File: config.mk
export PLATFORM = sky130hd
export DESIGN_NAME = rom_loader
export DESIGN_NICKNAME = d
export VERILOG_FILES = /design/src/rtl/rom_loader_pkg.sv /design/src/rtl/rom_loader_wbuf.sv /design/src/rtl/rom_loader.sv
export SDC_FILE = /design/constraint.sdc
export NUM_CORES = 1
export LEC_CHECK = 0
export ABC_AREA = 1
export CAP_MARGIN = 10
export CORE_MARGIN = 8
export CORE_UTILIZATION = 45
export CTS_CLUSTER_SIZE = 10
export DETAILED_ROUTE_END_ITERATION = 10
export GPL_TIMING_DRIVEN = 0
export HOLD_SLACK_MARGIN = 0.1
export PLACE_DENSITY_LB_ADDON = 0.08
export SYNTH_ARGS = -nofsm -noshare
export SYNTH_HDL_FRONTEND = slang
export SYNTH_SLANG_ARGS = --single-unit
File: constraint.sdc
create_clock -name clk_sys -period 13.7 [get_ports clk_sys]
set_clock_uncertainty 0.15 [all_clocks]
set_input_delay 2.055 -clock clk_sys [delete_from_list [all_inputs] [get_ports clk_sys]]
set_output_delay 2.055 -clock clk_sys [all_outputs]
set_load 0.02 [all_outputs]
File: src/rtl/rom_loader_pkg.sv
// Shared constants, FSM state encoding, write-buffer entry type and the bank-mask
// helper for rom_loader.
package rom_loader_pkg;

    localparam int ROM_ADDR_W = 22;
    localparam int BANK_BITS  = 14;
    localparam int HDR_BYTES  = 512;
    localparam int MASK_W     = ROM_ADDR_W - BANK_BITS;

    typedef enum logic [2:0] {
        IDLE  = 3'd0,
        LOAD  = 3'd1,
        DRAIN = 3'd2,
        CALC1 = 3'd3,
        CALC2 = 3'd4,
        READY = 3'd5
    } state_t;

    typedef struct packed {
        logic [ROM_ADDR_W-1:0] addr;
        logic [7:0]            data;
    } wr_entry_t;

    // Smallest all-ones mask covering `banks` banks; saturates at all-ones.
    function automatic logic [MASK_W-1:0] next_pow2_mask(input logic [MASK_W:0] banks);
        logic [MASK_W-1:0] m;
        m = '0;
        for (int i = 0; i < MASK_W; i++) begin
            if (({1'b0, m} + (MASK_W+1)'(1)) < banks) begin
                m = {m[MASK_W-2:0], 1'b1};
            end
        end
        return m;
    endfunction

endpackage

File: src/rtl/rom_loader_wbuf.sv
// Two-entry write FIFO; the head always lives in slot 0 so its outputs come
// straight from registers.
module rom_loader_wbuf
    import rom_loader_pkg::*;
(
    input  logic      clk_sys,
    input  logic      reset,
    input  logic      push_i,
    input  wr_entry_t din_i,
    input  logic      pop_i,
    output wr_entry_t head_o,
    output logic      full_o,
    output logic      empty_o,
    output logic      drop_o
);

    wr_entry_t  e0_q, e1_q;
    logic [1:0] cnt_q;
    logic       do_pop_s, do_push_s;

    assign do_pop_s  = pop_i & (cnt_q != 2'd0);
    assign do_push_s = push_i & ((cnt_q != 2'd2) | do_pop_s);
    assign drop_o    = push_i & ~do_push_s;
    assign full_o    = (cnt_q == 2'd2);
    assign empty_o   = (cnt_q == 2'd0);
    assign head_o    = e0_q;

    // Shift-style storage: a pop moves slot 1 into slot 0.
    always_ff @(posedge clk_sys) begin
        if (reset) begin
            cnt_q <= 2'd0;
            e0_q  <= '0;
            e1_q  <= '0;
        end else begin
            case ({do_push_s, do_pop_s})
                2'b10: begin
                    if (cnt_q == 2'd0) begin
                        e0_q <= din_i;
                    end else begin
                        e1_q <= din_i;
                    end
                    cnt_q <= cnt_q + 2'd1;
                end
                2'b01: begin
                    e0_q  <= e1_q;
                    cnt_q <= cnt_q - 2'd1;
                end
                2'b11: begin
                    if (cnt_q == 2'd1) begin
                        e0_q <= din_i;
                    end else begin
                        e0_q <= e1_q;
                        e1_q <= din_i;
                    end
                end
                default: begin
                    cnt_q <= cnt_q;
                end
            endcase
        end
    end

endmodule

File: src/rtl/rom_loader.sv
// ROM download pacing into SDRAM, image sizing/bank-mask calculation and ROM read
// address translation. Copier-header stripping is enabled by ROM_LOADER_HEADER_STRIP_EN.
module rom_loader
    import rom_loader_pkg::*;
#(
    parameter int ADDR_W    = rom_loader_pkg::ROM_ADDR_W,
    parameter int BANK_BITS = rom_loader_pkg::BANK_BITS,
    parameter int HDR_BYTES = rom_loader_pkg::HDR_BYTES
) (
    input  logic                        clk_sys,
    input  logic                        reset,
    input  logic                        ioctl_download,
    input  logic                        ioctl_wr,
    input  logic [24:0]                 ioctl_addr,
    input  logic [7:0]                  ioctl_dout,
    input  logic                        mem_ready,
    output logic                        mem_we,
    output logic [ADDR_W-1:0]           mem_waddr,
    output logic [7:0]                  mem_din,
    input  logic                        rom_rd,
    input  logic [ADDR_W-1:0]           rom_a,
    output logic                        mem_rd,
    output logic [ADDR_W-1:0]           mem_raddr,
    output logic [ADDR_W-BANK_BITS-1:0] cart_mask,
    output logic                        rom_valid,
    output logic                        overflow
);

    localparam int CM_W = ADDR_W - BANK_BITS;
    localparam logic [ADDR_W:0] HDR_SZ = (ADDR_W+1)'(HDR_BYTES);

    state_t              state_q;
    logic                dl_q;
    logic [ADDR_W-1:0]   max_addr_q;
    logic                any_wr_q;
    logic [ADDR_W:0]     payload_q;
    logic                hdr_q;
    logic [CM_W-1:0]     cart_mask_q;
    logic                rom_valid_q;
    logic                overflow_q;
    logic [ADDR_W-1:0]   hdr_off_q;
    logic                mem_rd_q;
    logic [ADDR_W-1:0]   mem_raddr_q;

    logic                dl_rise_s, push_s, wb_empty_s, wb_drop_s;
    logic                unused_full_s, unused_hi_s;
    wr_entry_t           wb_in_s, wb_head_s;
    logic [ADDR_W:0]     size_d, payload_d;
    logic                hdr_d;
    logic [CM_W:0]       banks_d;
    logic [CM_W-1:0]     cart_mask_d;

    assign dl_rise_s    = ioctl_download & ~dl_q;
    assign push_s       = (state_q == LOAD) & ioctl_wr;
    assign wb_in_s.addr = ioctl_addr[ADDR_W-1:0];
    assign wb_in_s.data = ioctl_dout;
    assign unused_hi_s  = ^ioctl_addr[24:ADDR_W];

    rom_loader_wbuf u_wbuf (
        .clk_sys (clk_sys),
        .reset   (reset),
        .push_i  (push_s),
        .din_i   (wb_in_s),
        .pop_i   (mem_ready),
        .head_o  (wb_head_s),
        .full_o  (unused_full_s),
        .empty_o (wb_empty_s),
        .drop_o  (wb_drop_s)
    );

    // Size, header detection and bank count; a download with no strobes has size 0.
    always_comb begin
        size_d = '0;
        if (any_wr_q) begin
            size_d = {1'b0, max_addr_q} + (ADDR_W+1)'(1);
        end else begin
            size_d = '0;
        end
`ifdef ROM_LOADER_HEADER_STRIP_EN
        hdr_d = (size_d[BANK_BITS-1:0] == HDR_SZ[BANK_BITS-1:0]);
`else
        hdr_d = 1'b0;
`endif
        if (hdr_d) begin
            payload_d = size_d - HDR_SZ;
        end else begin
            payload_d = size_d;
        end
        banks_d     = payload_q[ADDR_W:BANK_BITS] + (CM_W+1)'(|payload_q[BANK_BITS-1:0]);
        cart_mask_d = next_pow2_mask(banks_d);
    end

    // Load/size FSM with registered results.
    always_ff @(posedge clk_sys) begin
        if (reset) begin
            state_q     <= IDLE;
            dl_q        <= 1'b0;
            max_addr_q  <= '0;
            any_wr_q    <= 1'b0;
            payload_q   <= '0;
            hdr_q       <= 1'b0;
            cart_mask_q <= '0;
            rom_valid_q <= 1'b0;
            overflow_q  <= 1'b0;
            hdr_off_q   <= '0;
        end else begin
            dl_q <= ioctl_download;
            case (state_q)
                IDLE, READY: begin
                    if (dl_rise_s) begin
                        state_q     <= LOAD;
                        rom_valid_q <= 1'b0;
                        overflow_q  <= 1'b0;
                        max_addr_q  <= '0;
                        any_wr_q    <= 1'b0;
                    end
                end
                LOAD: begin
                    if (push_s) begin
                        any_wr_q <= 1'b1;
                        if (ioctl_addr[ADDR_W-1:0] > max_addr_q) begin
                            max_addr_q <= ioctl_addr[ADDR_W-1:0];
                        end
                    end
                    if (wb_drop_s) begin
                        overflow_q <= 1'b1;
                    end
                    if (!ioctl_download) begin
                        state_q <= DRAIN;
                    end
                end
                DRAIN: begin
                    if (wb_empty_s) begin
                        state_q <= CALC1;
                    end
                end
                CALC1: begin
                    payload_q <= payload_d;
                    hdr_q     <= hdr_d;
                    state_q   <= CALC2;
                end
                CALC2: begin
                    cart_mask_q <= cart_mask_d;
                    rom_valid_q <= |payload_q;
                    hdr_off_q   <= hdr_q ? ADDR_W'(HDR_BYTES) : '0;
                    state_q     <= READY;
                end
                default: begin
                    state_q <= IDLE;
                end
            endcase
        end
    end

    // Registered read-address translation: bank mask then header offset, modulo 2^ADDR_W.
    always_ff @(posedge clk_sys) begin
        if (reset) begin
            mem_rd_q    <= 1'b0;
            mem_raddr_q <= '0;
        end else begin
            mem_rd_q    <= rom_rd & rom_valid_q;
            mem_raddr_q <= {rom_a[ADDR_W-1:BANK_BITS] & cart_mask_q, rom_a[BANK_BITS-1:0]}
                           + hdr_off_q;
        end
    end

    assign mem_we    = ~wb_empty_s;
    assign mem_waddr = wb_head_s.addr;
    assign mem_din   = wb_head_s.data;
    assign mem_rd    = mem_rd_q;
    assign mem_raddr = mem_raddr_q;
    assign cart_mask = cart_mask_q;
    assign rom_valid = rom_valid_q;
    assign overflow  = overflow_q;

endmodule

# [Yosys cells after proc, flatten, opt, wreduce, memory -nomap -nowiden]
# Index checks and enable logic that the tools add are counted.
# Widths: inputs -> output; s select.
[op_classes] add_sub_neg=11 order_cmp=9 n_eq_ne=19 muxes=30 bitwise=11 n_reduce_logical=18
[ops] operator="$mux 30" n=4
[ops] operator="$pmux 30 s3" n=1
[ops] operator="$mux 22" n=3
[ops] operator="$add 8x1->9 const B" n=7
[ops] operator="$lt 9x9->1" n=7
[ops] operator="$pmux 30 s2" n=1
[ops] operator="$mux 8" n=7
[ops] operator="$pmux 22 s2" n=1
[ops] operator="$add 22x1->23 const B" n=1
[ops] operator="$mux 23" n=1
[ops] operator="$reduce_or 23->1" n=1
[ops] operator="$gt 22x22->1" n=1
[ops] operator="$pmux 3 s5" n=1
[ops] operator="$ne 2x2->1 const B" n=7
[ops] operator="$reduce_or 14->1" n=1
[ops] operator="$reduce_and 3->1" n=4
[ops] operator="$reduce_bool 2->1" n=5
[ops] operator="$add 9x1->9" n=1
[ops] operator="$lt 1x9->1 const A" n=1
[ops] operator="$mux 3" n=3
[ops] operator="$and 8x8->8" n=1
[ops] operator="$and 1x1->1" n=6
[ops] operator="$eq 3x2->1 const B" n=2
[ops] operator="$eq 3x3->1 const B" n=2
[ops] operator="17 further kinds" n=29
[totals] reg_bits=145 in_bits=61 output_inout_bits=64 elab_cells=113

# [Depth between registers and ports, before layout]
# Gate-level depths: netlist of run 1.
[depth] ltp_word=25 mapped_depth=95 mapped_depth_nobuf=94

# [Hierarchy]
# A second synthesis of run 1 with hierarchy kept.
[unflattened] hier_cells=1301 hier_area_um2=8554.5
[by_module_without_submodules] mod="rom_loader" instances=1 cells_each=788 area_each_um2=5514.0 seq_area_each_um2=1661.6
[by_module_without_submodules] mod="rom_loader_wbuf" instances=1 cells_each=513 area_each_um2=3040.4 seq_area_each_um2=1241.2

# [Worst setup path after synthesis of run 1]
# No wires, ideal clock.
[synth_timing] path_type="register to register" startpoint="register payload_q[0]" endpoint="register cart_mask_q[6], in the netlist cart_mask[6]" setup_time_ns=0.109 arrival_ns=11.344 required_time_ns=13.441 setup_slack_ns=2.097 stages_incl_launch_ff=95 path_buffers=1 synth_period_minus_slack_ns=11.603 path_cell_list="dfxtp_1 -> nor4_1 -> nand4_1 -> ha_1 -> ha_1 -> nand2_1 -> nor2_2 -> nand2_1 -> nand2_1 -> nand2_2 -> nand2_4 -> nor2_8 -> inv_1 -> nor2_1 -> inv_1 -> nor2_1 -> inv_1 -> ha_1 -> (+59 left out) -> buf_12 -> nand2_1 -> o21ai_2 -> inv_1 -> ha_1 -> xor2_1 -> inv_1 -> ha_1 -> a21oi_1 -> nor2_1 -> a211oi_1 -> o221ai_1 -> inv_1 -> nand2_4 -> nand2_1 -> nand3_1 -> nand2_1 -> inv_1"
[synth_via] elab_chain_len=25
[synth_lines] item="start, declared" line="rom_loader.sv:36" source="logic [ADDR_W:0] payload_q;"
[synth_lines] item="start signal, assigned" line="rom_loader.sv:138" source="payload_q <= payload_d;"
[synth_lines] item="$reduce_or 14->1 (*)" line="rom_loader.sv:89" source="banks_d = payload_q[ADDR_W:BANK_BITS] + (CM_W+1)'(|payload_q[BANK_BITS-1:0]);"
[synth_lines] item="$add 9x1->9 (*)" line="rom_loader.sv:89"
[synth_lines] item="$lt 1x9->1" line="rom_loader_pkg.sv:29" source="if (({1'b0, m} + (MASK_W+1)'(1)) < banks) begin"
[synth_lines] item="$mux 1" line="rom_loader_pkg.sv:29"
[synth_lines] item="$add 8x1->9" line="rom_loader_pkg.sv:29"
[synth_lines] item="$lt 9x9->1" line="rom_loader_pkg.sv:29"
[synth_lines] item="$mux 8" line="rom_loader_pkg.sv:29"
[synth_lines] item="$add 8x1->9" line="rom_loader_pkg.sv:29"
[synth_lines] item="(+9 left out)"
[synth_lines] item="$lt 9x9->1" line="rom_loader_pkg.sv:29"
[synth_lines] item="$mux 8" line="rom_loader_pkg.sv:29"
[synth_lines] item="$add 8x1->9" line="rom_loader_pkg.sv:29"
[synth_lines] item="$lt 9x9->1" line="rom_loader_pkg.sv:29"
[synth_lines] item="$mux 8" line="rom_loader_pkg.sv:29"
[synth_lines] item="$add 8x1->9" line="rom_loader_pkg.sv:29"
[synth_lines] item="$lt 9x9->1" line="rom_loader_pkg.sv:29"
[synth_lines] item="$mux 8 (*)" line="rom_loader_pkg.sv:29"
[synth_lines] item="end signal, assigned" line="rom_loader.sv:143" source="cart_mask_q <= cart_mask_d;"
[synth_lines] item="end, declared" line="rom_loader.sv:38" source="logic [CM_W-1:0] cart_mask_q;"
# Every way passes the cells marked *; elsewhere a longest branch is shown, timed or not.
# A chain may end at the register's enable or synchronous reset.

# [Worst setup path in the final report of run 1]
[layout_timing] startpoint="register payload_q[5]" endpoint="register cart_mask_q[6], in the netlist cart_mask[6]"
# The elaborated chain is that of the path after synthesis.

==> impl_results.md, run 1 <==
- Simple-gate share of the synthesized area: 21.24%
- CTS Root Cell: clkbuf_16
- Final wirelength: 21.14 mm
- Antenna viol nets, final: 0
- Startpoint types: flop
- Vias per cell: 5.040
- Worst hold start: u_wbuf.e1_q[10]
- Antenna cell count: 0
- Die X: 149.6 µm
- Hold WS: 0.2942 ns
- Sequential-to-total area share from yosys stat: 36.16%
- Synthesized flop and latch total: 145
- H-tree levels: 4
- Crit path buffers/inverters: 20
- Clock Latency Late Sink: 0.42 ns
- Die area: 22370 µm²
- Inst Count DP: 1444
- First-iteration detailed-routing DRC count: 448
- Origin of the critical flop-to-flop path: payload_q[5]
- Post-synthesis compound-gate area fraction: 18.20%
- Total CTS buffers: 17
- Cell mode on critical path: inv_1
- Setup violations, final: 0
- WHS Path Cells: 2
- CTS tree: done
- Share of layout cells above drive strength 1: 8.300%
- Post-synth EDFFs: 0
- Register-to-Register Path Depth: 94
- Status: finished clean
- Clk sinks: 145
- Fmax: 80.13 MHz
- DR pass1 iterations: 5
- Total core area: 17720 µm²
- Final Util: 57.80%
- Crit-path max cell delay: 0.35 ns
- Largest net degree at the start of global routing: 17
- R2R Path End: cart_mask[6]
- CP startpoint: payload_q[5]
- Fillers: 1734
- Vias: 7469
- R2r setup slk: 1.22 ns
- Worst-path clk slew: 0.06 ns
- Post-Syn Area per Cell: 7.338 µm²
- Post-Layout Cell Count: 1482
- Async S/R FF share, synth: 0%
- Syn Inst Count: 1094
- Hold endpoint: u_wbuf.e1_q[10]
- Num rows: 49
- Synth cell types: 43
- Routed len/inst: 14.26 µm
- Max cap viols: 0
- Synth warn: 0
- Antenna violations before repair: 0
- Vias in the first global route: 7089
- Die boundary height: 149.6 µm
- Cell Area, Synth: 8028 µm²
- Main combinational cell family by area after synthesis: simple AND/OR/NAND/NOR gates
- Worst path slowest cell: or2_2
- Post-route DRC: 0
- Worst slew pin tran: 0.8484 ns
- CP top delay family: adder cells
- Fin crit period: 12.48 ns
- Max-slew violations: 0
- Critical path peak fanout: 10
- Post-Synth XOR/XNOR Area: 1.200%
- Post-synthesis mux area share: 3.616%
- Area growth syn-to-layout: 27.57%
- Mapped Nets: 1219
- Hold crit path type: reg2reg
- Hpwl dp: 16.29 mm
- GR Overflow Total: 0
- Hold Fails Final Rpt: 0
- WP data arrival: 12.65 ns
- Port Buffers: 121
- Global-route wire length before repair: 35.05 mm
- Worst Setup End Kind: flop
- Io pins: 125
- Final GP Congestion: 0.8299
- Top FF cell, synth: dfxtp_1
- Maximum root-to-sink buffer count: 2
- Synth Area in Adders: 9.975%
- Critical path class: reg2reg
- Initial Utilization: 45.31%
- Max_slew headroom: 43.44%
- Final period util: 91.09%
- GR Util All Layers: 19.27%
- Required time worst endpoint: 13.87 ns
- Post-layout nets: 1365
==> cell families after synthesis <==
kind of cell / Yosys count
compound gates: 271
simple gates: 373
xor+xnor: 11
fa+ha+maj: 64
mux: 29
flops: 145
buf+inv: 201
==> worst max path at each step <==
stage,to,slack (ns),cells after the start
after floorplan,cart_mask[6],2.10,94
after global placement,cart_mask[6],0.77,91
after detailed placement,cart_mask[6],0.68,91
after CTS,cart_mask[6],0.64,93
after global routing,cart_mask[6],-0.02,94
final,cart_mask[6],1.22,94
==> final cells by class <==
cell class                      instances  area, µm²  area share (%)
Multi-Input combinational cell        749       4429           43.25
Sequential cell                       145       2903           28.34
Timing Repair Buffer                  126       1249           12.19
Inverter                              160      600.6           5.864
Clock buffer                           19      452.9           4.423
Tap cell                              229      286.5           2.798
Buffer                                 41      170.2           1.662
Clock inverter                         13      150.1           1.466
==> state kept, by name, indices dropped and copies added (netlist names) <==
name	flops
u_wbuf.e1_q	30
u_wbuf.head_o	30
payload_q	23
max_addr_q	22
mem_raddr	22
cart_mask	8
state_q	3
u_wbuf.cnt_q	2
any_wr_q	1
dl_q	1
mem_rd	1
overflow	1
rom_valid	1
==> layout by cell type (no fill, tap or decap), drive strengths merged <==
| cell | count |
|---|---|
| nand2 | 181 |
| inv | 165 |
| a21oi | 146 |
| dfxtp | 145 |
| clkdlybuf4s50 | 121 |
| o21ai | 105 |
| nor2 | 85 |
| nand3 | 70 |
| ha | 64 |
| clkbuf | 57 |
| mux2i | 29 |
| nor3 | 18 |
| xor2 | 8 |
| nand4 | 8 |
| buf | 8 |
| or2 | 7 |
| clkinvlp | 4 |
| nor4 | 4 |
| o21a | 3 |
| xnor2 | 3 |
| o211ai | 3 |
| a31oi | 3 |
| o221ai | 2 |
| bufinv | 2 |
| a211oi | 2 |
| clkinv | 2 |
| o22a | 1 |
| o21bai | 1 |
| o211a | 1 |
| o311ai | 1 |
| o311a | 1 |
| o22ai | 1 |
| nand3b | 1 |
| a32oi | 1 |
==> routing by layer <==
layer	vias to the layer above	global-route usage (%)	part of all wire (%)
li1	3909	-	-
met1	3374	26.09	49
met2	165	30.50	45
met3	21	4.082	5.1
met4	0	4.897	1.1
met5	-	0	0
==> cell usage after synthesis, types with 2 or more instances <==
| library cell | count | area [µm²] |
|---|---|---|
| nand2_1 | 157 | 589.3 |
| o211ai_1 | 3 | 22.52 |
| a21oi_1 | 144 | 720.7 |
| ha_1 | 64 | 800.8 |
| nand3_1 | 69 | 345.3 |
| nor2_2 | 3 | 18.77 |
| or2_2 | 6 | 37.54 |
| xnor2_1 | 3 | 26.28 |
| nor4_1 | 4 | 25.02 |
| o221ai_1 | 2 | 17.52 |
| o21a_1 | 3 | 22.52 |
| inv_1 | 154 | 578.1 |
| a31oi_1 | 3 | 18.77 |
| o21ai_1 | 6 | 30.03 |
| nand2_2 | 13 | 81.33 |
| buf_1 | 2 | 7.510 |
| nor3_1 | 18 | 90.09 |
| mux2i_1 | 29 | 290.3 |
| o21ai_0 | 90 | 450.4 |
| clkbuf_1 | 38 | 142.6 |
| nor2_1 | 80 | 300.3 |
| xor2_1 | 8 | 70.07 |
| nand4_1 | 8 | 50.05 |
| o21ai_2 | 8 | 70.07 |
| dfxtp_1 | 145 | 2903 |
| inv_2 | 6 | 22.52 |
| a21oi_2 | 2 | 17.52 |
| nand2_4 | 10 | 112.6 |
| a211oi_1 | 2 | 15.01 |
==> tightest hold or removal path, stage by stage, from the launching register on <==
cell	delay, ns
dfxtp_1	0.31
inv_1	0.05
a21oi_1	0.05
==> repair_timing <==
action                                  in CTS  in global routing
hold buffers                                 0                  0
gates resized for setup                      0                 19
endpoints found under the setup margin       0                  8
buffers inserted                             0                  5
==> per-stage QoR <==
stage / cell area [µm²] / setup TNS, ns / setup WS, ns
floorplan: 8028 / 0 / 2.097
global placement: 9525 / 0 / 0.7660
detailed placement: 9525 / 0 / 0.6823
CTS: 10130 / 0 / 0.6365
global route: 10240 / -0.01912 / -0.01912
finish: 10240 / 0 / 1.220
Power of run 1 is left out: the tool's default activity adds up to more than one toggle a clock period on the data nets, which glitch-free logic cannot reach.
==> run 2, diff against run 1 <==
Clock period 13.7 ns to 12.4 ns, I/O delays scaled along.
==> run 2 against run 1 <==
- count of clock-buffer cells in the layout unchanged
- sequential cell count unchanged
- maximum frequency up 6.0%
- core utilization up 3.2 points
- register-to-register slack worse by 0.59 ns
- routed wire length up 4.5%
- via count up 2.6%
- global-route usage up 0.15 points
- die area unchanged
- setup slack worse by 0.59 ns
- non-clock buffer count up 36
- sequential share of layout area down 1.5 points
- critical path type unchanged
- highest routed layer unchanged
==> impl_results.md, run 2 (synthesized netlist as in run 1, its figures left out) <==
- Share of layout cells above drive strength 1: 14.52% (+6.2 points)
- Worst slew pin tran: 0.8473 ns (-0.001087 ns)
- Final wirelength: 22.10 mm (+4.5%)
- Hold crit path type: reg2reg
- CTS tree: done
- Crit path buffers/inverters: 17 (-15%)
- CTS Root Cell: clkbuf_16
- H-tree levels: 4 (unchanged)
- Startpoint types: flop
- Metal3 WL: 1.065 mm (-1.0%)
- Post-layout nets: 1400 (+2.6%)
- Crit-path max cell delay: 0.33 ns (-0.02 ns)
- Fin crit period: 11.77 ns (-0.7099 ns)
- Max-slew violations: 0 (unchanged)
- WL met1: 10.64 mm (+3.2%)
- Hold Fails Final Rpt: 0 (unchanged)
- Hpwl dp: 16.29 mm (unchanged)
- DR pass1 iterations: 5 (unchanged)
- Clk sinks: 145 (unchanged)
- Origin of the critical flop-to-flop path: payload_q[0]
- Global-route wire length before repair: 35.36 mm (+0.86%)
- CP top delay family: adder cells
- Critical path peak fanout: 8 (-2)
- Max_slew headroom: 43.51% (+0.072 points)
- Initial Utilization: 45.31% (unchanged)
- Total core area: 17720 µm² (unchanged)
- Area growth syn-to-layout: 34.63%
- Required time worst endpoint: 12.57 ns (-1.30 ns)
- Leading cell type in the layout, fill and taps excluded: nand2_1
- Vias in the first global route: 7156 (+0.95%)
- Antenna viol nets, final: 0 (unchanged)
- Worst path slowest cell: dfxtp_2
- Die boundary height: 149.6 µm (unchanged)
- Final period util: 94.92% (+3.8 points)
- Hold_buf cts: 0 (unchanged)
- Commonest cells after routing, fill and taps aside: 147 x nand2_1, 144 x dfxtp_1, 143 x inv_1, 138 x a21oi_1, 121 x clkdlybuf4s50_1
- Io pins: 125 (unchanged)
- WP data arrival: 11.94 ns (-0.71 ns)
- Top Metal Used: met4
- Worst-path clk slew: 0.06 ns (about the same)
- Setup violations, final: 0 (unchanged)
- Worst Setup End Kind: flop
- Status: finished clean
- Post-route DRC: 0 (unchanged)
- Num rows: 49 (unchanged)
- Setup TNS: 0 ns (unchanged)
- Antenna cell count: 0 (unchanged)
- CP startpoint: payload_q[0]
- Hold WS: 0.2942 ns (-0.000004000 ns)
- Total CTS buffers: 17 (unchanged)
- Die X: 149.6 µm (unchanged)
- Vias per cell: 5.051 (+0.22%)
- Fin worst setup slack: 0.6301 ns (-0.5901 ns)
- Critical path class: reg2reg
- Routed len/inst: 14.57 µm (+2.1%)
- Clock Latency Late Sink: 0.42 ns (about the same)
- First-iteration detailed-routing DRC count: 397 (-11%)
- GR Util All Layers: 19.42% (+0.15 points)
- Worst hold start: u_wbuf.e1_q[10]
- Port Buffers: 121 (unchanged)
- Die area: 22370 µm² (unchanged)
- Maximum root-to-sink buffer count: 2 (unchanged)
- Antenna violations before repair: 0 (unchanged)
- GR Overflow Total: 0 (unchanged)
- Vias: 7662 (+2.6%)
- Largest net degree at the start of global routing: 17 (unchanged)
- Max cap viols: 0 (unchanged)
- Fmax: 84.96 MHz (+6.0%)
- Final GP Congestion: 0.8299 (unchanged)
- Pre-CTS WS: -0.6177 ns (-1.300 ns)
- WL met2: 10.08 mm (+6.0%)
- Final Util: 61.00% (+3.2 points)
[run 2: changes by cell type in the layout (fill, tap and decap cells not counted), sizes merged]
cell   before  now
buf         8   44
nand2     181  180
[run 2: per-stage QoR]
stage,cell area [µm²],cells
floorplan,8028,1094
global placement,9525,1444
detailed placement,9525,1444
CTS,10260,1487
global route,10810,1517
finish,10810,1517
[run 2: cell type report]
cell class	instances	area [µm²]
fillers	1662	6910
multi-input cells	748	4718
flip-flops and latches	145	2904
repair buffers	162	1523
inverters	160	603.1
clock buffers	19	452.9
well taps	229	286.5
plain buffers	41	170.2
clock inverters	13	150.1
[run 2: worst paths after layout]
kind | endpoint | slack (ns) | cells after the start
max | cart_mask[6] | 0.63 | 90
min | u_wbuf.e1_q[10] | 0.29 | 2
max reg2reg | cart_mask[6] | 0.63 | 90
min reg2reg | u_wbuf.e1_q[10] | 0.29 | 2
[run 2: routing by layer]
| layer | up-vias | global-route usage, % |
|---|---|---|
| li1 | 3985 | - |
| met1 | 3484 | 26.17 |
| met2 | 168 | 30.95 |
| met3 | 25 | 4.082 |
| met4 | 0 | 4.897 |
| met5 | - | 0 |
[run 2: worst reg2reg max path: cells and delay by family, from the launching register on]
kind / cells / cell delay (ns)
buffers and inverters: 17 / 1.34
flip-flops: 1 / 0.33
AO/OA/AOI/OAI: 19 / 2.54
adder cells (fa/ha/maj): 14 / 3.43
XOR/XNOR: 5 / 0.64
AND/OR/NAND/NOR: 35 / 3.27
[run 2: what timing repair did]
action,4_1_cts,5_1_grt
pin swaps,13,55
endpoints found under the setup margin,8,8
gates cloned,0,0
setup buffers,11,30
resized for setup,15,78
Power of run 2 is left out for the same reason.
==> run 3, diff against run 2 <==
Settings changed: PLACE_DENSITY set to 0.69, PLACE_DENSITY_LB_ADDON 0.08 to unset, SLEW_MARGIN set to 5.
==> run 3 against run 2 <==
- sequential share of layout area increased by 0.11 points
- via count up 1.1%
- count of clock-buffer cells in the layout up 2
- maximum frequency down 3.4%
- critical endpoint unchanged
==> impl_results.md, run 3 (synthesized netlist as in run 1, its figures left out) <==
- R2r setup slk: 0.22 ns (-0.41 ns)
- Io pins: 125 (unchanged)
- H-tree levels: 4 (unchanged)
- Area growth syn-to-layout: 34.10%
- Post-layout nets: 1392 (-0.57%)
- Initial Utilization: 45.31% (unchanged)
- WHS Path Cells: 2 (unchanged)
- Clk sinks: 145 (unchanged)
- Hold Fails Final Rpt: 0 (unchanged)
- Fin worst setup slack: 0.2188 ns (-0.4114 ns)
- First-iteration detailed-routing DRC count: 445 (+12%)
- Largest net degree at the start of global routing: 17 (unchanged)
- Global-route wire length before repair: 34.34 mm (-2.9%)
- Commonest cells after routing, fill and taps aside: 145 x nand2_1, 144 x inv_1, 144 x dfxtp_1, 136 x a21oi_1, 121 x clkdlybuf4s50_1
- Maximum root-to-sink buffer count: 2 (unchanged)
- Fmax: 82.09 MHz (-3.4%)
- Port Buffers: 121 (unchanged)
- Max cap viols: 0 (unchanged)
- GR Overflow Total: 0 (unchanged)
- Share of layout cells above drive strength 1: 14.31% (-0.21 points)
- Cell mode on critical path: nand2_1
- Total CTS buffers: 17 (unchanged)
- Antenna viol nets, final: 0 (unchanged)
- Worst hold start: u_wbuf.e1_q[18]
- R2R Path End: cart_mask[6]
- Worst path slowest cell: ha_1
- Worst-path clk slew: 0.06 ns (about the same)
- Vias per cell: 5.135 (+1.7%)
- Post-route DRC: 0 (unchanged)
- Clock Latency Late Sink: 0.42 ns (about the same)
- Hold crit path type: reg2reg
- Required time worst endpoint: 12.58 ns (about the same)
- Final GP Congestion: 0.8249 (-0.60%)
- DR pass1 iterations: 7 (+2)
- Hpwl dp: 15.72 mm (-3.5%)
- Critical path peak fanout: 8 (unchanged)
- Worst Setup End Kind: flop
- Die area: 22370 µm² (unchanged)
- Antenna cell count: 0 (unchanged)
- Antenna violations before repair: 0 (unchanged)
- Origin of the critical flop-to-flop path: payload_q[13]
- Critical path class: reg2reg
- GR Util All Layers: 18.84% (-0.58 points)
- Fin crit period: 12.18 ns (+0.4114 ns)
- Final period util: 98.24% (+3.3 points)
- Hold endpoint: u_wbuf.e1_q[18]
- Max_slew headroom: 44.26% (+0.75 points)
- Num rows: 49 (unchanged)
- Status: finished clean
- Max-slew violations: 0 (unchanged)
- Unrepaired setup endpoints after global routing: yes
- Leading cell type in the layout, fill and taps excluded: nand2_1
- Startpoint types: flop
- Vias in the first global route: 6948 (-2.9%)
- WP data arrival: 12.36 ns (+0.42 ns)
- Vias: 7744 (+1.1%)
- Pre-CTS WS: -0.6149 ns (+0.002838 ns)
- Setup violations, final: 0 (unchanged)
- Crit-path max cell delay: 0.36 ns (+0.03 ns)
- Die X: 149.6 µm (unchanged)
- Total core area: 17720 µm² (unchanged)
- Hold_buf cts: 0 (unchanged)
- Final wirelength: 21.87 mm (-1.1%)
- CTS Root Cell: clkbuf_16
- Die boundary height: 149.6 µm (unchanged)
- Worst slew pin tran: 0.8360 ns (-0.01129 ns)
- CTS tree: done
- Routed len/inst: 14.50 µm (-0.46%)
- Register-to-Register Path Depth: 91 (+1.1%)
run 3: cell types whose count changed in the layout (fill, tap and decap cells not counted), moves of 3 or more:
cell	change
nand2_2	+4
clkinv_2	+4
ha_4	+3
buf_4	-12
inv_6	-4
nor2_2	-3
run 3: worst max path at each step:
stage / startpoint / end / slack (ns) / depth (start not counted)
finish: payload_q[13] / cart_mask[6] / 0.22 / 91
global placement: payload_q[10] / cart_mask[6] / -0.48 / 91
global route: payload_q[13] / cart_mask[6] / -0.50 / 90
floorplan: payload_q[0] / cart_mask[6] / 0.80 / 94
CTS: payload_q[10] / cart_mask[6] / -0.31 / 94
detailed placement: payload_q[10] / cart_mask[6] / -0.61 / 88
run 3: worst max-delay path, delay by kind of cell, from the launching register on:
kind,cells,cell delay [ns]
XOR/XNOR,5,0.81
AO/OA/AOI/OAI,18,2.26
flip-flops,1,0.32
AND/OR/NAND/NOR,36,3.38
buffers and inverters,17,1.58
adder cells (fa/ha/maj),15,3.56
run 3: layout make-up:
class,instances,area [µm²]
plain buffers,41,170.2
clock buffers,21,460.4
clock inverters,10,87.58
fillers,1560,6953
inverters,160,603.1
multi-input cells,748,4763
flip-flops and latches,145,2904
well taps,229,286.5
repair buffers,154,1490
run 3: through the flow:
| stage | util, % | hold WS, ns | std cells | TNS (ns) | cell area (µm²) |
|---|---|---|---|---|---|
| final | 60.76 | 0.2906 | 1508 | 0 | 10770 |
| after global routing | 60.76 | 0.3084 | 1508 | -3.348 | 10770 |
| after CTS | 57.08 | 0.2938 | 1476 | -1.925 | 10110 |
| after detailed placement | 53.76 | 0.2845 | 1444 | -4.335 | 9525 |
| after global placement | 53.76 | 0.2805 | 1444 | -3.315 | 9525 |
| after floorplan | - | 0.2709 | 1094 | 0 | 8028 |
run 3: what timing repair did:
action                                  CTS  global route
endpoints found under the setup margin    8             8
setup buffers                             1            32
resized for setup                        10            91
pin swaps                                 3            49
run 3: per-layer routing:
metal	global-route usage [%]	vias up	routed length [µm]
li1	-	3969	-
met1	25.15	3540	9995
met2	29.77	208	10340
met3	4.022	27	1254
met4	5.856	0	280
met5	0	-	0
Power of run 3 is left out for the same reason.
